$ cat src/rtl/mux_pkg.sv
// Shared definitions for the N-input registered selector.
// Latency: n/a (constants and elaboration-time helpers only).
// Backpressure: n/a.
package mux_pkg;

    localparam logic MODE_SEL = 1'b0;  // explicit channel select
    localparam logic MODE_RR  = 1'b1;  // round-robin arbitration

    // Index width for an n-entry channel set; never narrower than one bit.
    function automatic int idx_w(input int n);
        int w;
        w = $clog2(n);
        if (w < 1) begin
            w = 1;
        end
        return w;
    endfunction

endpackage

$ cat src/rtl/rr_arbiter_n.sv
// Rotating-priority request picker: first request after ptr, wrapping modulo N.
// Latency: purely combinational, no state (the pointer lives in the caller).
// Backpressure: none; the caller qualifies the grant with its own accept condition.
//
// Ports:
//   req     N     request vector
//   ptr     SELW  last granted index; search begins at ptr+1
//   gnt     N     one-hot grant (all zero when no request)
//   gnt_idx SELW  binary index of the grant
//   any     1     at least one request present
module rr_arbiter_n
    import mux_pkg::*;
#(
    parameter int N = 16,
    localparam int SELW = idx_w(N)
) (
    input  logic [N-1:0]    req,
    input  logic [SELW-1:0] ptr,
    output logic [N-1:0]    gnt,
    output logic [SELW-1:0] gnt_idx,
    output logic            any
);

    int              idx;
    logic [SELW-1:0] idx_s;

    always_comb begin
        gnt     = '0;
        gnt_idx = '0;
        any     = 1'b0;
        idx     = 0;
        idx_s   = '0;
        // ptr < N always, so ptr+k < 2N and a single subtraction wraps it.
        for (int k = 1; k <= N; k++) begin
            idx = int'(ptr) + k;
            if (idx >= N) begin
                idx = idx - N;
            end
            idx_s = SELW'(idx);
            if (!any && req[idx_s]) begin
                any        = 1'b1;
                gnt_idx    = idx_s;
                gnt[idx_s] = 1'b1;
            end
        end
    end

endmodule

$ cat src/rtl/mux_arb_n.sv
// N-input WIDTH-bit registered selector, explicit select or round-robin, with handshakes.
// Latency: 1 cycle from input transfer to out_valid.
// Backpressure: in_ready follows out_ready combinationally; with MUX_ARB_SKID_EN a
//   one-entry skid absorbs one word and in_ready comes only from registered state.
//
// Ports:
//   clk, rst            clock; synchronous active-high reset
//   in_data  N*WIDTH    channel i at [i*WIDTH +: WIDTH]
//   in_valid/in_ready   per-channel handshake, at most one ready bit set
//   mode, sel           0 = use sel, 1 = round-robin
//   out_data/out_sel    registered word and the index that supplied it
//   out_valid/out_ready output handshake
// Optional feature macro: MUX_ARB_SKID_EN
module mux_arb_n
    import mux_pkg::*;
#(
    parameter int WIDTH = 32,
    parameter int N     = 16,
    localparam int SELW = idx_w(N)
) (
    input  logic                 clk,
    input  logic                 rst,
    input  logic [N*WIDTH-1:0]   in_data,
    input  logic [N-1:0]         in_valid,
    output logic [N-1:0]         in_ready,
    input  logic                 mode,
    input  logic [SELW-1:0]      sel,
    output logic [WIDTH-1:0]     out_data,
    output logic [SELW-1:0]      out_sel,
    output logic                 out_valid,
    input  logic                 out_ready
);

    logic [SELW-1:0]  ptr;
    logic [N-1:0]     rr_gnt;
    logic [SELW-1:0]  rr_idx;
    logic             rr_any;
    logic [WIDTH-1:0] in_words [N];
    logic             sel_hit;
    logic [N-1:0]     sel_gnt;
    logic             g_any;
    logic [SELW-1:0]  g_idx;
    logic             can_accept;
    logic             in_xfer;

    rr_arbiter_n #(.N(N)) u_rr (
        .req     (in_valid),
        .ptr     (ptr),
        .gnt     (rr_gnt),
        .gnt_idx (rr_idx),
        .any     (rr_any)
    );

    always_comb begin
        for (int i = 0; i < N; i++) begin
            in_words[i] = in_data[i*WIDTH +: WIDTH];
        end
    end

    always_comb begin
        // Out-of-range selects (possible when N is not a power of two) never grant.
        sel_hit = (int'(sel) < N) && in_valid[sel];
        sel_gnt = '0;
        for (int i = 0; i < N; i++) begin
            sel_gnt[i] = sel_hit && (sel == SELW'(i));
        end
        if (mode == MODE_RR) begin
            g_any = rr_any;
            g_idx = rr_idx;
        end else begin
            g_any = sel_hit;
            g_idx = sel;
        end
        in_xfer  = g_any && can_accept && !rst;
        in_ready = ((mode == MODE_RR) ? rr_gnt : sel_gnt) & {N{can_accept && !rst}};
    end

`ifdef MUX_ARB_SKID_EN
    logic             skid_valid;
    logic [WIDTH-1:0] skid_data;
    logic [SELW-1:0]  skid_sel;

    assign can_accept = !skid_valid;

    always_ff @(posedge clk) begin
        if (rst) begin
            out_valid  <= 1'b0;
            out_data   <= '0;
            out_sel    <= '0;
            skid_valid <= 1'b0;
            skid_data  <= '0;
            skid_sel   <= '0;
        end else if (!out_valid || out_ready) begin
            // Output register is free this cycle; the skid word is older, so it goes first.
            // in_xfer cannot be true while skid_valid is set.
            if (skid_valid) begin
                out_data   <= skid_data;
                out_sel    <= skid_sel;
                out_valid  <= 1'b1;
                skid_valid <= 1'b0;
            end else if (in_xfer) begin
                out_data  <= in_words[g_idx];
                out_sel   <= g_idx;
                out_valid <= 1'b1;
            end else begin
                out_valid <= 1'b0;
            end
        end else if (in_xfer) begin
            skid_data  <= in_words[g_idx];
            skid_sel   <= g_idx;
            skid_valid <= 1'b1;
        end
    end
`else
    assign can_accept = !out_valid || out_ready;

    always_ff @(posedge clk) begin
        if (rst) begin
            out_valid <= 1'b0;
            out_data  <= '0;
            out_sel   <= '0;
        end else if (in_xfer) begin
            out_data  <= in_words[g_idx];
            out_sel   <= g_idx;
            out_valid <= 1'b1;
        end else if (out_ready) begin
            out_valid <= 1'b0;
        end
    end
`endif

    // Reset to N-1 so the first round-robin search starts at channel 0.
    always_ff @(posedge clk) begin
        if (rst) begin
            ptr <= SELW'(N - 1);
        end else if (in_xfer && (mode == MODE_RR)) begin
            ptr <= g_idx;
        end
    end

endmodule

$ cat config.mk
export PLATFORM = sky130hd
export DESIGN_NAME = mux_arb_n
export DESIGN_NICKNAME = d
export VERILOG_FILES = /design/src/rtl/mux_pkg.sv /design/src/rtl/rr_arbiter_n.sv /design/src/rtl/mux_arb_n.sv
export SDC_FILE = /design/constraint.sdc
export NUM_CORES = 1
export LEC_CHECK = 0
export ABC_AREA = 1
export CAP_MARGIN = 20
export CORE_AREA = 2 2 227 229
export DETAILED_ROUTE_END_ITERATION = 16
export DIE_AREA = 0 0 229 231
export RECOVER_POWER = 100
export SYNTH_ARGS = -nofsm -noshare
export SYNTH_HDL_FRONTEND = slang
export SYNTH_HIERARCHICAL = 1
export SYNTH_SLANG_ARGS = --single-unit
$ cat constraint.sdc
create_clock -name clk -period 5.93 [get_ports clk]
set_input_delay 0.593 -clock clk [delete_from_list [all_inputs] [get_ports clk]]
set_output_delay 0.593 -clock clk [all_outputs]
set_load 0.005 [all_outputs]
## Yosys cells after proc, flatten, opt, wreduce, memory -nomap -nowiden

Index checks and enable logic that the tools add are counted.

| storage, ports and cells | value |
|---|---|
| flip-flop bits (word level) | 41 |
| latch bits | 0 |
| memory bits (writable) | 0 |
| memory bits (read-only) | 0 |
| bits of input ports | 536 |
| output and inout bits | 53 |
| logic and storage cells | 327 |
| memories | 0 |

| operators by class | value |
|---|---|
| add/sub/neg operators | 32 |
| $mul | 0 |
| divide/modulo/power cells | 0 |
| magnitude comparators | 50 |
| equal/unequal tests | 15 |
| shift operators | 0 |
| multiplexer cells | 138 |
| bitwise logic cells | 17 |
| reduce and logical (&&, ||, !) cells | 71 |

Operators with widths:

| operator | count |
|---|---|
| $mux 16 | 17 |
| $or 16x16->16 | 15 |
| $mux 4 | 33 |
| $bmux 32 s4 | 1 |
| $lt 4x5->1 const B | 17 |
| $ge 5x5->1 const B | 16 |
| $bmux 1 s4 | 17 |
| $demux 1 s4 | 16 |
| $ge 4x1->1 const B | 16 |
| $mux 32 | 2 |
| $sub 4x1->4 const B | 16 |
| $mux 1 | 52 |
| $logic_and 1x1->1 | 51 |
| $add 4x4->5 const B | 8 |
| $eq 4x4->1 const B | 8 |
| $add 4x3->5 const B | 4 |
| $logic_not 1->1 | 17 |
| $and 16x16->16 | 1 |
| $eq 4x3->1 const B | 4 |
| $add 4x2->5 const B | 2 |
| $eq 4x2->1 const B | 2 |
| $add 4x5->6 const B | 1 |
| $ge 6x5->1 const B | 1 |
| $add 4x1->5 const B | 1 |
| other kinds (5) | 5 |

## Longest topological paths before layout

Gate-level depths: netlist of the first run.

| logic depth | value |
|---|---|
| word-level depth | 56 |
| depth in mapped cells | 37 |
| depth with buffers taken out | 32 |

## Hierarchy

The synthesis of the first run kept the hierarchy.

By module, submodules not included:

| module | times used | cells an instance | area an instance (sq um) | seq. area each (sq um) |
|---|---|---|---|---|
| mux_arb_n | 1 | 1946 | 9121.2 | 820.8 |
| rr_arbiter_n | 1 | 1045 | 4922.2 | 0.0 |

## Worst setup path after synthesis of the first run

OpenSTA, ideal clock, no wires.

| timing | value |
|---|---|
| path type | reg-to-reg |
| start | register ptr[1] |
| end | register out_data[9] |
| library setup time | 0.064 ns |
| arrival | 4.328 ns |
| required time | 5.866 ns |
| slack | 1.538 ns |
| cell stages (with the launch flop) | 34 |
| path buffers | 5 |
| clock period less this slack | 4.392 ns |
| path through | dfxtp_1 > inv_1 > buf_2 > ha_1 > clkbuf_1 > nand3_1 > nand3_1 > nand2_1 > nand2_2 > nand2_4 > nor2_4 > nand4_2 > nor2_4 > nand4_4 > nor2_2 > nand3_2 > nor2_4 > nand2_2 > buf_6 > nor2_1 > nor2_1 > nand3_1 > nand2_1 > o21ai_1 > buf_2 > clkbuf_1 > nand3_1 > nand3_1 > nand3_1 > nand2_1 > inv_1 > nand3_1 > nand2_1 > nor2_1 |

| between the ends | value |
|---|---|
| cells in the longest elaborated chain, start to end | 56 |
| elaborated cells between the ends (all ways) | 166 |
| classes of those cells | add/sub: 32; order compare: 16; mux: 85; bitwise: 1; reduce/logical: 32 |

RTL lines:

| item | line | source |
|---|---|---|
| start, declared | mux_arb_n.sv:34 | `logic [SELW-1:0] ptr;` |
| start signal, assigned | mux_arb_n.sv:135 | `ptr <= SELW'(N - 1);` |
| start signal, assigned | mux_arb_n.sv:137 | `ptr <= g_idx;` |
| $add 4x1->5 | rr_arbiter_n.sv:35 | `idx = int'(ptr) + k;` |
| $sub 4x1->4 / $ge 5x5->1 (equally long branches) | rr_arbiter_n.sv:37, rr_arbiter_n.sv:36 |  |
| $mux 4 | rr_arbiter_n.sv:36 | `if (idx >= N) begin` |
| $bmux 1 s4 | rr_arbiter_n.sv:40 | `if (!any && req[idx_s]) begin` |
| $mux 1 (implied by the code) | rr_arbiter_n.sv:40 |  |
| $mux 1 | rr_arbiter_n.sv:40 |  |
| $logic_not 1->1 | rr_arbiter_n.sv:40 |  |
| $logic_and 1x1->1 | rr_arbiter_n.sv:40 |  |
| [... 40 more ...] | - |  |
| $logic_not 1->1 | rr_arbiter_n.sv:40 |  |
| $logic_and 1x1->1 | rr_arbiter_n.sv:40 |  |
| $mux 4 (*) | rr_arbiter_n.sv:40 |  |
| net rr_idx[1] | mux_arb_n.sv:36 | `logic [SELW-1:0] rr_idx;` |
| $mux 4 (*) | mux_arb_n.sv:67 | `if (mode == MODE_RR) begin` |
| $not 4->5 (implied by the code) (*) | mux_arb_n.sv:123 | `out_data <= in_words[g_idx];` |
| $bmux 32 s4 (*) | mux_arb_n.sv:123 |  |
| $mux 32 (implied by the code) (*) (2 in series) | mux_arb_n.sv:123 |  |
| end signal, assigned | mux_arb_n.sv:123 |  |
| end, declared | mux_arb_n.sv:28 | `output logic [WIDTH-1:0] out_data,` |

The timed path passes the listed nets; every way through them passes the cells marked *. The select of a mux whose other input is x is not followed.
A chain may end at the register's enable or synchronous reset.

## Final worst setup path of the first run

| timing | value |
|---|---|
| start | register ptr[1] |
| end | output in_ready[1] |

| between the ends | value |
|---|---|
| cells in the longest elaborated chain, start to end | 53 |
| elaborated cells between the ends (all ways) | 254 |
| classes of those cells | add/sub: 32; order compare: 48; mux: 112; bitwise: 16; reduce/logical: 46 |

RTL lines:

| item | line | source |
|---|---|---|
| parallel branches: the longest is 50 deep, another holds $add 4x1->5 | - |  |
| $mux 16 (*) | rr_arbiter_n.sv:40 |  |
| net rr_gnt[1] | mux_arb_n.sv:35 | `logic [N-1:0] rr_gnt;` |
| $mux 16 (*) | mux_arb_n.sv:75 | `in_ready = ((mode == MODE_RR) ? rr_gnt : sel_gnt) & {N{can_accept && !rst}};` |
| $and 16x16->16 (*) | mux_arb_n.sv:75 |  |
| end, declared | mux_arb_n.sv:25 | `output logic [N-1:0] in_ready,` |

Mark *: on every way through the listed nets, which the timed path passes. The select of a mux whose other input is x is not followed.

==> results of run 1 <==
==> per-stage QoR <==
stage / power, mW / cell area, um^2
after floorplan: 2.456 / 14040
after global placement: 4.402 / 21490
after detailed placement: 4.363 / 21490
after CTS: 4.727 / 21660
after global routing: 5.086 / 21650
final: 4.775 / 21670
==> critical path, stage by stage (launching register included) <==
cell and delay [ns]:
sky130_fd_sc_hd__dfxtp_1 0.33, sky130_fd_sc_hd__buf_4 0.24, sky130_fd_sc_hd__ha_1 0.44, sky130_fd_sc_hd__nand2_2 0.16, sky130_fd_sc_hd__nand2_1 0.24, sky130_fd_sc_hd__inv_2 0.16, sky130_fd_sc_hd__nand3_1 0.10, sky130_fd_sc_hd__nand2_1 0.11
sky130_fd_sc_hd__nand2_2 0.13, sky130_fd_sc_hd__nand2_4 0.08, sky130_fd_sc_hd__nor2_4 0.11, sky130_fd_sc_hd__nand4_2 0.14, sky130_fd_sc_hd__nor2_4 0.17, sky130_fd_sc_hd__nand4_4 0.15, sky130_fd_sc_hd__nor2_2 0.19, sky130_fd_sc_hd__nand3_2 0.12
sky130_fd_sc_hd__nor2_4 0.17, sky130_fd_sc_hd__nand2_2 0.20, sky130_fd_sc_hd__buf_12 0.26, sky130_fd_sc_hd__nor2_1 0.09, sky130_fd_sc_hd__nor2_1 0.06, sky130_fd_sc_hd__nand3_1 0.06, sky130_fd_sc_hd__nand2_1 0.07, sky130_fd_sc_hd__a21oi_1 0.23
sky130_fd_sc_hd__dlygate4sd3_1 0.60
==> flip-flops by register name, summed over array words and instances (netlist names) <==
register,count
out_sel,4
ptr,4
out_valid,1
out_data,32
==> cells in the final DEF (no fill, tap or decap), types with 2 or more instances in the layout <==
cell type                         Yosys  layout
sky130_fd_sc_hd__nor3_4               2       2
sky130_fd_sc_hd__o21ai_4              0       3
sky130_fd_sc_hd__xor2_2               3       3
sky130_fd_sc_hd__dlygate4sd3_1        0      45
sky130_fd_sc_hd__clkinv_1             3       3
sky130_fd_sc_hd__clkbuf_4             0       2
sky130_fd_sc_hd__nand4_1             98      98
sky130_fd_sc_hd__nand3b_1            65      65
sky130_fd_sc_hd__clkbuf_1            86       3
sky130_fd_sc_hd__nand3_2              2       2
sky130_fd_sc_hd__nor2_2               2       3
sky130_fd_sc_hd__buf_4                4     117
sky130_fd_sc_hd__nand2_4              2       6
sky130_fd_sc_hd__o2111ai_1            2       2
sky130_fd_sc_hd__nand2_1            708     703
sky130_fd_sc_hd__nor2_4               3       4
sky130_fd_sc_hd__clkbuf_16            0       5
sky130_fd_sc_hd__buf_12               0      31
sky130_fd_sc_hd__inv_1              615     615
sky130_fd_sc_hd__o21a_1               2       2
sky130_fd_sc_hd__nand2_2              7       8
sky130_fd_sc_hd__ha_1                16      16
sky130_fd_sc_hd__nor2_1             317     315
sky130_fd_sc_hd__a21oi_1             72      72
sky130_fd_sc_hd__and2_1               7       7
sky130_fd_sc_hd__o21ai_0              8       8
sky130_fd_sc_hd__clkdlybuf4s50_1      0     543
sky130_fd_sc_hd__a211oi_1             4       4
sky130_fd_sc_hd__inv_2               17      17
sky130_fd_sc_hd__diode_2              0      18
sky130_fd_sc_hd__o21ai_2              4       3
sky130_fd_sc_hd__dfxtp_1             41      41
sky130_fd_sc_hd__nand3_1            775     775
==> layer usage <==
layer | share of wire [%] | GRT usage, % | wire length (um)
met1 | 40 | 47.65 | 40380
met2 | 44 | 57.21 | 44010
met3 | 13 | 12.39 | 13260
met4 | 3.0 | 9.375 | 3032
met5 | 0.21 | 0 | 214
==> final cells by class <==
type	count	share of cell area [%]
diodes	18	0.2078
clock buffers	6	0.6408
clock inverters	2	0.1732
inverters	636	11.04
multi-input cells	2111	46.01
flip-flops and latches	41	3.787
well taps	680	3.925
repair buffers	742	34.21
==> cell families (layout without fill, tap and decap cells) <==
family                   after synthesis  in the layout
AND/OR/NAND/NOR                     1995           1995
buffers and inverters                839           1386
AO/OA/AOI/OAI                         97             97
flip-flops                            41             41
adder cells (fa/ha/maj)               16             16
XOR/XNOR                               3              3
other                                  0             18
==> power groups by stage <==
stage / Combinational, mW / Clock [mW] / Sequential (mW)
2_1_floorplan: 2.12 / 0 / 0.336
3_3_place_gp: 4.05 / 0 / 0.349
3_5_place_dp: 4.02 / 0 / 0.347
4_1_cts: 4.03 / 0.352 / 0.342
5_1_grt: 4.38 / 0.361 / 0.345
6_report: 4.09 / 0.344 / 0.342
==> path summary, 6_finish.rpt <==
kind	end	slack [ns]	start	cells after the start
max	in_ready[1]	0.39	ptr[1]	24
min	out_data[25]	0.48	out_data[25]	2
max reg2reg	out_data[13]	0.57	ptr[1]	31
min reg2reg	out_data[25]	0.48	out_data[25]	2
==> metrics, run 1 <==
final-layout setup total negative slack=0 ns; Gate power share=between 80% and 90%; flop and latch count out of synthesis=between 40 and 50; layout overhead on the synthesized area=54.34%; Final WS setup=0.3902 ns; clock latency at the later pin of the worst-skew pair=0.29 ns; count of antenna-violating nets left after detailed routing=0; pre-CTS setup slack=around 0.86 ns; worst min-delay path category=reg -> reg; share of the core filled with cells=42.77%; Resize count post-CTS=0; minimum hold slack=a little under 0.5 ns; DRC=0; proportion of total power due to net switching=~58%; buffer depth of the longest clock path=2; maximum VDD drop=123.4 uV; overall global routing resource usage=36.49%; die width=229 um; Synth Area in Simple Gates=64.93%; compound-gate portion of the synthesized area=between 3 and 4%; Pins Over Slew Limit=0; number of buffers created by CTS=5; leakage power=around 11 nW; grt total ovfl=0; max-cap check violation count=0; share of the synthesized netlist area taken by xor and xnor gates=less than 1%; number of distinct library cells after synthesis=40; Clk network pwr share=7.2%; root buffer cell=sky130_fd_sc_hd__clkbuf_16; Worst slew margin=~30%; slew at the pin closest to its max-slew limit=1.046 ns; post-DR wirelength/cell=roughly 24 um; count of placed standard cells including taps=about 4200; Via Count=21950; number of global-route vias before repair=20060; share of the yosys chip area belonging to registers=5.845%; ratio of total power to cell area=between 200 and 250 nW/um^2; area share of the leading cell type in the synthesized netlist=27.62%; multiplexer area fraction after synthesis=0%; detailed-routing iteration count for the pre-antenna-repair pass=6; weighted congestion reported at the end of routability-driven placement=1.046; Worst-path clk slew=~0.07 ns; post-route clock skew=0.003700 ns; global-route wire length before repair=142800 um; final critical delay including setup and external delays=about 5.5 ns; dominant combinational cell family by area after synthesis=simple AND/OR/NAND/NOR gates; final hold violations=0; CTS tree=yes; # nets final=4089; filler cell count=between 5000 and 6000; share of synthesized cell area in full adder, half adder and majority cells=1.426%; Clock H-tree levels=2; result of the run=finished clean; most common cell in the synthesized netlist=sky130_fd_sc_hd__nand3_1; post-detailed-placement half-perimeter wirelength=roughly 83000 um; final wirelength=100900 um; violation count after the first detailed-routing iteration=2893; Sequential Area=820.8 um^2; CP arrival=4.95 ns; maximum fanout encountered on the critical timing path=18; count of port buffers added during placement=about 590; core area=approximately 51000 um^2; Final setup viols=0; DIE HEIGHT=231 um; via density per instance=~5.2; number of antenna violations at the first check in global routing=40; endpoint type of the worst setup path=output port; Synth Area per Inst=4.695 um^2; number of flops mapped to enable cells by yosys=0; cell area after synthesis=14040 um^2; net switching power of the design=2.779 mW; Post-CTS Hold Fix Bufs=0; Synth top cells by count=775 x sky130_fd_sc_hd__nand3_1, 708 x sky130_fd_sc_hd__nand2_1, 615 x sky130_fd_sc_hd__inv_1; Layout Cells excl Fill=4236; proportion of layout cells with a drive suffix above 1=6.133%; post-synth net total=3543; crit share post-route=93.42%; initial core utilization=27.71%; count of standard-cell rows=83; P_int=1.996 mW; sequential group share of total power=approximately 7.2%; unrepaired setup endpoints after global routing=no; CP required=5.34 ns; maximum number of pins on one net before global-route repair=67; Synth Warn #=6; count of buffers added by post-CTS timing repair for setup=0; Top FF cell, synth=sky130_fd_sc_hd__dfxtp_1; Multi-input gate area=roughly 10000 um^2; library cell occupying the most area in the post-synthesis netlist=sky130_fd_sc_hd__nand3_1; area of the die=52900 um^2; share of synthesized flip-flops with an asynchronous set or reset=0%; cell types occupying the most area after synthesis=sky130_fd_sc_hd__nand3_1 28%, sky130_fd_sc_hd__nand2_1 19%, sky130_fd_sc_hd__inv_1 16%; I/O pin count=589; clock sinks=41; type of the worst setup path=reg -> out; maximum frequency from static timing analysis=approximately 0.18 GHz; Post-Syn Instances=approximately 3000; Worst Setup Start Kind=register
Note: power is estimated with default switching activity, not from simulation.
==> inputs of run 2 (changes only) <==
--- a/config.mk
+++ b/config.mk
@@ -8,6 +8,7 @@
 export ABC_AREA = 1
 export CAP_MARGIN = 20
 export CORE_AREA = 2 2 227 229
+export CTS_CLUSTER_SIZE = 8
 export DETAILED_ROUTE_END_ITERATION = 16
 export DIE_AREA = 0 0 229 231
 export RECOVER_POWER = 100
==> results of run 2 <==
Same layout as run 1: the final DEF is identical, and so are final timing and power.
